`config.mk`:
```
export PLATFORM = sky130hd
export DESIGN_NAME = dmem_lsu
export DESIGN_NICKNAME = d
export VERILOG_FILES = /design/src/rtl/dmem_pkg.sv /design/src/rtl/dmem_lsu_check.sv /design/src/rtl/dmem_lsu.sv
export SDC_FILE = /design/constraint.sdc
export NUM_CORES = 1
export LEC_CHECK = 0
export ABC_AREA = 1
export CAP_MARGIN = 25
export CORE_UTILIZATION = 30
export CTS_CLUSTER_DIAMETER = 40
export DETAILED_ROUTE_END_ITERATION = 8
export PLACE_DENSITY = 0.63
export SLEW_MARGIN = 25
export SYNTH_ARGS = -nofsm -noshare
export SYNTH_HDL_FRONTEND = slang
export SYNTH_SLANG_ARGS = --single-unit
```
`constraint.sdc`:
```
create_clock -name clock -period 1.2 [get_ports clock]
set_input_delay 0.24 -clock clock [delete_from_list [all_inputs] [get_ports clock]]
set_output_delay 0.24 -clock clock [all_outputs]
set_load 0.05 [all_outputs]
```
`src/rtl/dmem_pkg.sv`:
```
// Shared definitions for the data-memory load/store path.
package dmem_pkg;

    // Number of byte-address bits backed by dmem.
    localparam int DMEM_AW_DEF = 17;

    // dmem memop encoding
    localparam logic [2:0] MOP_B  = 3'b000;
    localparam logic [2:0] MOP_H  = 3'b001;
    localparam logic [2:0] MOP_W  = 3'b010;
    localparam logic [2:0] MOP_BU = 3'b100;
    localparam logic [2:0] MOP_HU = 3'b101;

    typedef enum logic [2:0] {
        IDLE,
        SETUP,
        RD_HI,
        RD_LO,
        WR_HI,
        WR_LO,
        RESP
    } lsu_state_e;

endpackage

```
`src/rtl/dmem_lsu_check.sv`:
```
// Request legality check: op legality, natural alignment and dmem range.
// Purely combinational so the core can reuse it for exception causes.
module dmem_lsu_check
    import dmem_pkg::*;
#(
    parameter int DMEM_AW = DMEM_AW_DEF
) (
    input  logic [2:0]  op_i,
    input  logic        we_i,
    input  logic [31:0] addr_i,
    output logic        err_o
);

    logic op_bad;
    logic misaligned;
    logic out_of_range;

    // Any single reason rejects the request.
    always_comb begin
        op_bad = 1'b0;
        if (we_i) begin
            // stores have no unsigned variants
            op_bad = !((op_i == MOP_B) || (op_i == MOP_H) || (op_i == MOP_W));
        end else begin
            op_bad = (op_i == 3'b011) || (op_i == 3'b110) || (op_i == 3'b111);
        end
        misaligned = (((op_i == MOP_H) || (op_i == MOP_HU)) && addr_i[0]) ||
                     ((op_i == MOP_W) && (addr_i[1:0] != 2'b00));
        out_of_range = (addr_i >> DMEM_AW) != 32'd0;
        err_o = op_bad | misaligned | out_of_range;
    end

endmodule

```
`src/rtl/dmem_lsu.sv`:
```
// Load/store sequencer between the core memory request and dmem.
// Drives registered, glitch-free dmem read/write strobes; stores always
// do a read strobe first so dmem can merge byte/half data into the old word.
module dmem_lsu
    import dmem_pkg::*;
#(
    parameter int DMEM_AW = DMEM_AW_DEF
) (
    input  logic        clock,
    input  logic        reset,
    input  logic        req_valid,
    output logic        req_ready,
    input  logic        req_we,
    input  logic [2:0]  req_op,
    input  logic [31:0] req_addr,
    input  logic [31:0] req_wdata,
    output logic        rsp_valid,
    input  logic        rsp_ready,
    output logic [31:0] rsp_rdata,
    output logic        rsp_err,
    output logic [31:0] dmemaddr,
    output logic [31:0] dmemdatain,
    input  logic [31:0] dmemdataout,
    output logic [2:0]  dmemop,
    output logic        dmemwe,
    output logic        dmemrdclk,
    output logic        dmemwrclk
);

    lsu_state_e  state_q;
    logic        err_q;
    logic        req_ready_q;
    logic        rsp_valid_q;
    logic        rsp_err_q;
    logic [31:0] rsp_rdata_q;
    logic [31:0] addr_q;
    logic [31:0] datain_q;
    logic [2:0]  op_q;
    logic        we_q;
    logic        rdclk_q;
    logic        wrclk_q;
    logic        err_d;

    dmem_lsu_check #(.DMEM_AW(DMEM_AW)) u_check (
        .op_i   (req_op),
        .we_i   (req_we),
        .addr_i (req_addr),
        .err_o  (err_d)
    );

    assign req_ready  = req_ready_q;
    assign rsp_valid  = rsp_valid_q;
    assign rsp_rdata  = rsp_rdata_q;
    assign rsp_err    = rsp_err_q;
    assign dmemaddr   = addr_q;
    assign dmemdatain = datain_q;
    assign dmemop     = op_q;
    assign dmemwe     = we_q;
    assign dmemrdclk  = rdclk_q;
    assign dmemwrclk  = wrclk_q;

    // Sequencer FSM; every output is a flop updated here.
    // A rejected request still passes through SETUP (with we held low and
    // no strobes) so the error answer arrives one edge after acceptance.
    always_ff @(posedge clock) begin
        if (reset) begin
            state_q     <= IDLE;
            err_q       <= 1'b0;
            req_ready_q <= 1'b1;
            rsp_valid_q <= 1'b0;
            rsp_err_q   <= 1'b0;
            rsp_rdata_q <= 32'd0;
            addr_q      <= 32'd0;
            datain_q    <= 32'd0;
            op_q        <= 3'd0;
            we_q        <= 1'b0;
            rdclk_q     <= 1'b0;
            wrclk_q     <= 1'b0;
        end else begin
            case (state_q)
                IDLE: begin
                    if (req_valid && req_ready_q) begin
                        state_q     <= SETUP;
                        req_ready_q <= 1'b0;
                        addr_q      <= req_addr;
                        op_q        <= req_op;
                        datain_q    <= req_wdata;
                        we_q        <= req_we & ~err_d;
                        err_q       <= err_d;
                        rsp_rdata_q <= 32'd0;
                        rsp_err_q   <= 1'b0;
                    end
                end
                SETUP: begin
                    if (err_q) begin
                        state_q     <= RESP;
                        rsp_valid_q <= 1'b1;
                        rsp_err_q   <= 1'b1;
                    end else begin
                        state_q <= RD_HI;
                        rdclk_q <= 1'b1;
                    end
                end
                RD_HI: begin
                    state_q <= RD_LO;
                    rdclk_q <= 1'b0;
                end
                RD_LO: begin
                    if (we_q) begin
                        state_q <= WR_HI;
                        wrclk_q <= 1'b1;
                    end else begin
                        state_q     <= RESP;
                        rsp_valid_q <= 1'b1;
                        rsp_rdata_q <= dmemdataout;
                    end
                end
                WR_HI: begin
                    state_q <= WR_LO;
                    wrclk_q <= 1'b0;
                end
                WR_LO: begin
                    state_q     <= RESP;
                    we_q        <= 1'b0;
                    rsp_valid_q <= 1'b1;
                end
                RESP: begin
                    if (rsp_ready) begin
                        state_q     <= IDLE;
                        rsp_valid_q <= 1'b0;
                        req_ready_q <= 1'b1;
                    end
                end
                default: begin
                    state_q     <= IDLE;
                    req_ready_q <= 1'b1;
                    rsp_valid_q <= 1'b0;
                    we_q        <= 1'b0;
                    rdclk_q     <= 1'b0;
                    wrclk_q     <= 1'b0;
                end
            endcase
        end
    end

endmodule

```
==> results of run 1 <==
[power breakdown]
group,internal (uW),switching (uW)
sequential,4780,1200
clock,1470,1380
combinational,7870,8260
total,14100,10800
[stage by stage]
step / TNS [ps] / cells / hold slack (ps) / instance area, um^2
finish: -13330 / 1035 / 462 / 9170
global route: -22060 / 1035 / 464 / 9170
CTS: -11560 / 1017 / 455 / 8620
detailed placement: -37220 / 990 / 476 / 7990
global placement: -36350 / 990 / 471 / 7990
floorplan: -3680 / 594 / 302 / 4460
[logic make-up after synthesis]
logic type / share of synthesized area [%]
AOI/OAI and AO/OA: 14.8
adders and majority gates: 0.291
buffers and inverters: 9.47
DFF: 50.8
and+or+nand+nor: 24.6
[cell usage in the layout, fill, tap and decap left out, types with 2 or more instances in the layout]
cell	netlist	routed
clkinv_2	0	2
clkdlybuf4s50_1	0	103
nand2_1	69	64
inv_1	55	52
nand3_4	0	3
dfxtp_4	0	4
nor2_4	2	10
clkbuf_16	0	19
clkinvlp_4	0	2
buf_4	12	28
o21ai_2	0	8
nand2_2	3	3
nor2_1	172	126
inv_6	0	2
nand3_2	2	3
nand2_4	0	5
buf_6	1	14
a21oi_1	42	25
a21oi_2	0	17
nand4_1	4	4
nand3_1	11	8
o21ai_0	44	24
nor2_2	1	39
o21ai_1	37	48
buf_12	0	119
inv_4	0	2
dfxtp_1	109	104
buf_16	0	4
[routing by layer]
metal	vias up	global-route usage (%)	wire length, um
li1	2376	-	-
met1	2170	22.5	6350
met2	197	33.6	7920
met3	20	6.37	1250
met4	0	8.56	335
met5	-	0	0
[final timing paths]
check	startpoint	slack (ps)	cells past startpoint	endpoint
setup / recovery	state_q[0]	-180	8	rsp_rdata[27]
hold / removal	req_wdata[21]	460	3	dmemdatain[21]
setup reg to reg	state_q[0]	-180	8	rsp_rdata[27]
hold reg to reg	rsp_rdata[9]	490	2	rsp_rdata[9]
[synth_stat cells (2+ instances only)]
cell and number:
dfxtp_1 109, a21oi_1 42, nand3_1 11, nand3_2 2, nor2_4 2, buf_2 4, o21ai_1 37, buf_4 12
inv_2 2, nor2_1 172, inv_1 55, nand2_2 3, o21ai_0 44, nand4_1 4, clkbuf_1 16, nand2_1 69
buf_1 3
[critical path, cell delays in order, from the launching register on]
cell and delay [ps]:
dfxtp_4 370, nor2_4 140, buf_4 140, nand3_4 90
nand3_2 180, buf_2 200, nand2_1 60, nand2_1 50
nor2_1 40
[area by class of cell]
cell class              count  area share (%)
clock inverters             5           0.369
repair buffers            280            45.4
well taps                 180            2.46
clock buffers              11            2.65
inverters                  57            2.52
flip-flops and latches    109            24.0
multi-input cells         393            22.6
[state kept, by name, indices dropped and copies added (netlist names)]
register,count
dmemwrclk,1
err_q,1
dmemop,3
rsp_err,1
state_q,3
dmemwe,1
req_ready,1
dmemaddr,32
dmemrdclk,1
rsp_rdata,32
rsp_valid,1
dmemdatain,32
[timing repair]
action / 4_1_cts / 5_1_grt
buffers inserted: 7 / 7
setup endpoints to repair: 109 / 110
pin swaps: 8 / 17
gates cloned: 4 / 14
resized for setup: 76 / 72
endpoints found under the hold margin: 0 / 0
==> out/results.ini, run 1 <==
[clock_tree]
cts_sinks=109
h-tree-depth=3
cts_made_buffers=9
cts_tree=done
clockRootBuffer=clkbuf_16
clkLatencyLatePin_ps=350
clkSlewWorstSetupHoldPaths_ps=70
postCtsHoldBufs=0
cts_buffer_depth=2

[die]
die_y_um=122
die_x_um=122
std_cell_rows=43
initial_core_util_pct=30.8
design.portCount=209
design.core.area_mm2=0.0139
die_area_mm2=0.0148

[placed_design]
gp_routability_congestion=0.777
post-place-ws_ps=-415
numPortBuffers=208
dp_hpwl_um=10100

[final_layout]
diodes=0
multi_input_area_mm2=0.00207
finalNetCount=955
finish.utilization_pct=65.8
area_growth_pct=113
seqCellArea_mm2=0.00220
drive_gt1_share_pct=34.4
fillers=1064

[worst_hold_path]
hold_path.class=in -> reg

[sta]
finalHoldViolCount=0
finalSetupViolCount=103
rsz0062_at_grt=true
max_slew_margin_pct=83.8
finalWorstSetupSlack_ps=-177
final.setup_skew_ps=8.15
period_needed_ps=1380
min_period_over_period_pct=115
worst_slew_pin_slew_ps=241
slew_viol_final=0
clock.fmax_mhz=726

[global_route]
grt_pass1_vias=4630
grt_overflow=0
track_usage_pct=19.7
grt_max_degree=48
antenna_found_initial=0
grt_pass1_wl_um=22700

[critical_path]
cp-end-kind=register
arrival_ps=1630
worstPathRequired_ps=1450
critPathMaxFanout=5
path_class=reg -> reg
start_kind=register

[route]
drc_errors=0
routed_wl_um=15900
vias_per_cell=4.60
wire_per_inst_um=15.3
ant_nets=0
drt-pass1-iter-count=7
drt_iter0_markers=204
num_vias=4763

[status]
failed_checks=negative setup slack
outcome=finished, violations left

[yosys]
synth-async-reset-ratio_pct=0
yosys.area.top_type_share_pct=50.8
synth_area_leader_cell=dfxtp_1
ys_types=24
synth_area_mm2=0.00430
syn_nets=699
synth_edf_count=0
synth-seq-cells=109
seq_area_frac_synth_pct=50.8
synthTopCellsByArea=dfxtp_1 (51%), nor2_1 (15%), nand2_1 (6.0%), o21ai_0 (5.1%), a21oi_1 (4.9%)
syn-mean-instance-area_um2=7.23
yosys_warnings=0
synthFlopType=dfxtp_1
synth_cells=594

[power]
total_power_uw=25000
p_leak_uw=0.00392
max-vdd-ir-drop_v=0.00126
pwr_density_cell_mw_per_mm2=2720

[job]
cap_violations=0

(Power assumes the default switching activity.)
==> inputs of run 2 (changes only) <==
--- a/config.mk
+++ b/config.mk
@@ -7,6 +7,7 @@
 export LEC_CHECK = 0
 export ABC_AREA = 1
 export CAP_MARGIN = 25
+export CORE_ASPECT_RATIO = 0.75
 export CORE_UTILIZATION = 30
 export CTS_CLUSTER_DIAMETER = 40
 export DETAILED_ROUTE_END_ITERATION = 8
==> run 2 against run 1 <==
Effect of this change:
- total power down 6.1%
- largest cell class unchanged
- first-iteration DRC count down 28%
- the run still ends with negative setup slack left
- maximum frequency down 0.72%
==> out/results.ini, run 2 (synthesis results as in run 1) <==
[sta]
finalSetupTns_ps=-13520  ; was -13330 ps
finalWorstSetupSlack_ps=-187  ; was -177 ps
clock.fmax_mhz=721  ; was 726 MHz
rsz0062_at_grt=true  ; unchanged
period_needed_ps=1390  ; was 1380 ps
worst_slew_pin_slew_ps=214  ; was 241 ps
final.setup_skew_ps=8.12  ; was 8.15 ps
finalSetupViolCount=106  ; was 103
min_period_over_period_pct=116  ; was 115%
holdWs_ps=474  ; was 462 ps
finalHoldViolCount=0  ; unchanged
max_slew_margin_pct=85.7  ; was 83.8%
slew_viol_final=0  ; unchanged

[critical_path]
cp-end-kind=register  ; unchanged
critPathTopFamily=simple AND/OR/NAND/NOR gates  ; unchanged
crit_buf_inv=2  ; unchanged
arrival_ps=1660  ; was 1630 ps
regToRegSetupSlack_ps=-190  ; was -180 ps
path_depth=7  ; was 8
r2r_cells=7  ; was 8
worstPathRequired_ps=1470  ; was 1450 ps
slowest_stage=dfxtp_4  ; unchanged
cp_slowest_stage_delay_ps=370  ; about the same
start_kind=register  ; unchanged
crit-reg2reg-launch=state_q[1]  ; was state_q[0]
path_cells=nor2_4 -> nand2_4 -> nor2_4 -> buf_6 -> buf_6 -> o21ai_0 -> nor2_1  ; was nor2_4 -> buf_4 -> nand3_4 -> nand3_2 -> buf_2 -> nand2_1 -> nand2_1 -> nor2_1
crit_start=state_q[1]  ; was state_q[0]
critPathMaxFanout=11  ; was 5
setup.worst_path.end=dmemaddr[24]  ; was rsp_rdata[27]
path_class=reg -> reg  ; unchanged
r2r-end=dmemaddr[24]  ; was rsp_rdata[27]

[status]
failed_checks=negative setup slack  ; unchanged
outcome=finished, violations left  ; unchanged

[die]
die_y_um=106  ; was 122 um
initial_core_util_pct=31.0  ; was 30.8%
std_cell_rows=37  ; was 43
die_area_mm2=0.0148  ; about the same
design.core.area_mm2=0.0138  ; was 0.0139 mm^2
die_x_um=140  ; was 122 um
design.portCount=209  ; unchanged

[clock_tree]
cts_tree=done  ; unchanged
h-tree-depth=3  ; unchanged
postCtsHoldBufs=0  ; unchanged
cts_made_buffers=9  ; unchanged
clkSlewWorstSetupHoldPaths_ps=80  ; was 70 ps
clockRootBuffer=clkbuf_16  ; unchanged
clkLatencyLatePin_ps=340  ; was 350 ps
cts_buffer_depth=2  ; unchanged
cts_sinks=109  ; unchanged

[route]
vias_per_cell=4.53  ; was 4.60
drt_iter0_markers=147  ; was 204
routed_wl_um=14200  ; was 15900 um
wire_per_inst_um=14.0  ; was 15.3 um
ant_nets=0  ; unchanged
drt-pass1-iter-count=4  ; was 7
num_vias=4591  ; was 4763
drc_errors=0  ; unchanged

[global_route]
track_usage_pct=19.0  ; was 19.7%
antenna_found_initial=0  ; unchanged
grt_max_degree=43  ; was 48
grt_overflow=0  ; unchanged
grt_pass1_vias=4727  ; was 4630
grt_pass1_wl_um=22700  ; about the same

[placed_design]
dp_hpwl_um=10100  ; about the same
gp_routability_congestion=0.831  ; was 0.777
numPortBuffers=208  ; unchanged
dp_cells=986  ; was 990
post-place-ws_ps=-547  ; was -415 ps

[worst_hold_path]
hold_path.class=in -> reg  ; unchanged

[power]
total_power_uw=23400  ; was 25000 uW
max-vdd-ir-drop_v=0.00123  ; was 0.00126 V
pwr_density_cell_mw_per_mm2=2710  ; was 2720 mW/mm^2
p_leak_uw=0.00375  ; was 0.00392 uW

[final_layout]
layout_common_cells=nor2_1 (166), buf_12 (113), dfxtp_1 (103), clkdlybuf4s50_1 (103), nand2_1 (63)  ; was nor2_1 (126), buf_12 (119), dfxtp_1 (104), clkdlybuf4s50_1 (103), nand2_1 (64)
layout.cells.non_filler=1014  ; was 1035
drive_gt1_share_pct=27.9  ; was 34.4%
area_growth_pct=101  ; was 113%
layout_commonest_cell=nor2_1  ; unchanged
diodes=0  ; unchanged
finalNetCount=941  ; was 955
fillers=1122  ; was 1064

[job]
cap_violations=0  ; unchanged

-- run 2: changes by cell type in the layout (fill, tap and decap cells not counted), moves of 6 or more --
| cell | before | now |
|---|---|---|
| buf_6 | 14 | 7 |
| a21oi_1 | 25 | 32 |
| a21oi_2 | 17 | 10 |
| nor2_4 | 10 | 4 |
| buf_4 | 28 | 36 |
| nor2_1 | 126 | 166 |
| buf_12 | 119 | 113 |
| nor2_2 | 39 | 5 |
-- run 2: power breakdown --
part | internal [uW] | leakage, uW | switching [uW]
sequential | 4780 | 0.000901 | 1180
clock | 1780 | 0.000153 | 1320
combinational | 6800 | 0.00269 | 7590
total | 13400 | 0.00375 | 10100
-- run 2: worst min-delay path by stage --
stage,startpoint,endpoint,slack [ps],cells after the start
5_1_grt,req_wdata[16],dmemdatain[16],470,3
2_1_floorplan,reset,dmemwe,300,1
3_5_place_dp,rsp_rdata[10],rsp_rdata[10],480,2
6_report,req_wdata[30],dmemdatain[30],470,3
4_1_cts,req_wdata[19],dmemdatain[19],460,3
3_3_place_gp,rsp_rdata[9],rsp_rdata[9],470,2
-- run 2: layout make-up --
| cell class | instances | area [um^2] | area share, % |
|---|---|---|---|
| multi-input combinational | 392 | 1870 | 21.6 |
| clock inverter | 3 | 43.8 | 0.506 |
| clock buffer | 11 | 264 | 3.05 |
| sequential | 109 | 2200 | 25.4 |
| tap | 175 | 219 | 2.53 |
| timing repair buffer | 266 | 3810 | 44.1 |
| inverter | 57 | 235 | 2.72 |
| timing repair inverter | 1 | 11.3 | 0.130 |
-- run 2: worst min-delay path: stages --
cell and delay [ps]:
clkdlybuf4s50_1 390, nor2_1 100, nor2_1 50
-- run 2: timing repair --
| item | 4_1_cts | 5_1_grt |
|---|---|---|
| cloned | 2 | 4 |
| gates resized for setup | 21 | 64 |
| endpoints found under the setup margin | 109 | 110 |
| buffers inserted | 3 | 5 |
| pin swaps | 1 | 18 |
-- run 2: per-stage QoR --
step	cell area (um^2)	util, %
floorplan	4460	-
global placement	7930	57.3
detailed placement	7930	57.3
CTS	8370	60.5
global route	8650	62.5
finish	8650	62.5
-- run 2: routing by layer --
metal  vias to the layer above  wire [um]  GRT usage, %  part of all wire, %
li1                       2344          -             -                    -
met1                      2111       6230          22.6                   44
met2                       121       6880          32.9                   48
met3                        15        976          6.72                  6.9
met4                         0        140          4.16                 0.98
met5                         -          0             0                    0
==> inputs of run 3 (changes only) <==
--- a/config.mk
+++ b/config.mk
@@ -11,8 +11,9 @@
 export CORE_UTILIZATION = 30
 export CTS_CLUSTER_DIAMETER = 40
 export DETAILED_ROUTE_END_ITERATION = 8
+export GPL_ROUTABILITY_DRIVEN = 0
 export PLACE_DENSITY = 0.63
-export SLEW_MARGIN = 25
+export SLEW_MARGIN = 40
 export SYNTH_ARGS = -nofsm -noshare
 export SYNTH_HDL_FRONTEND = slang
 export SYNTH_SLANG_ARGS = --single-unit
==> results of run 3 <==
The final DEF is identical to that of run 2; final timing and power are the same.
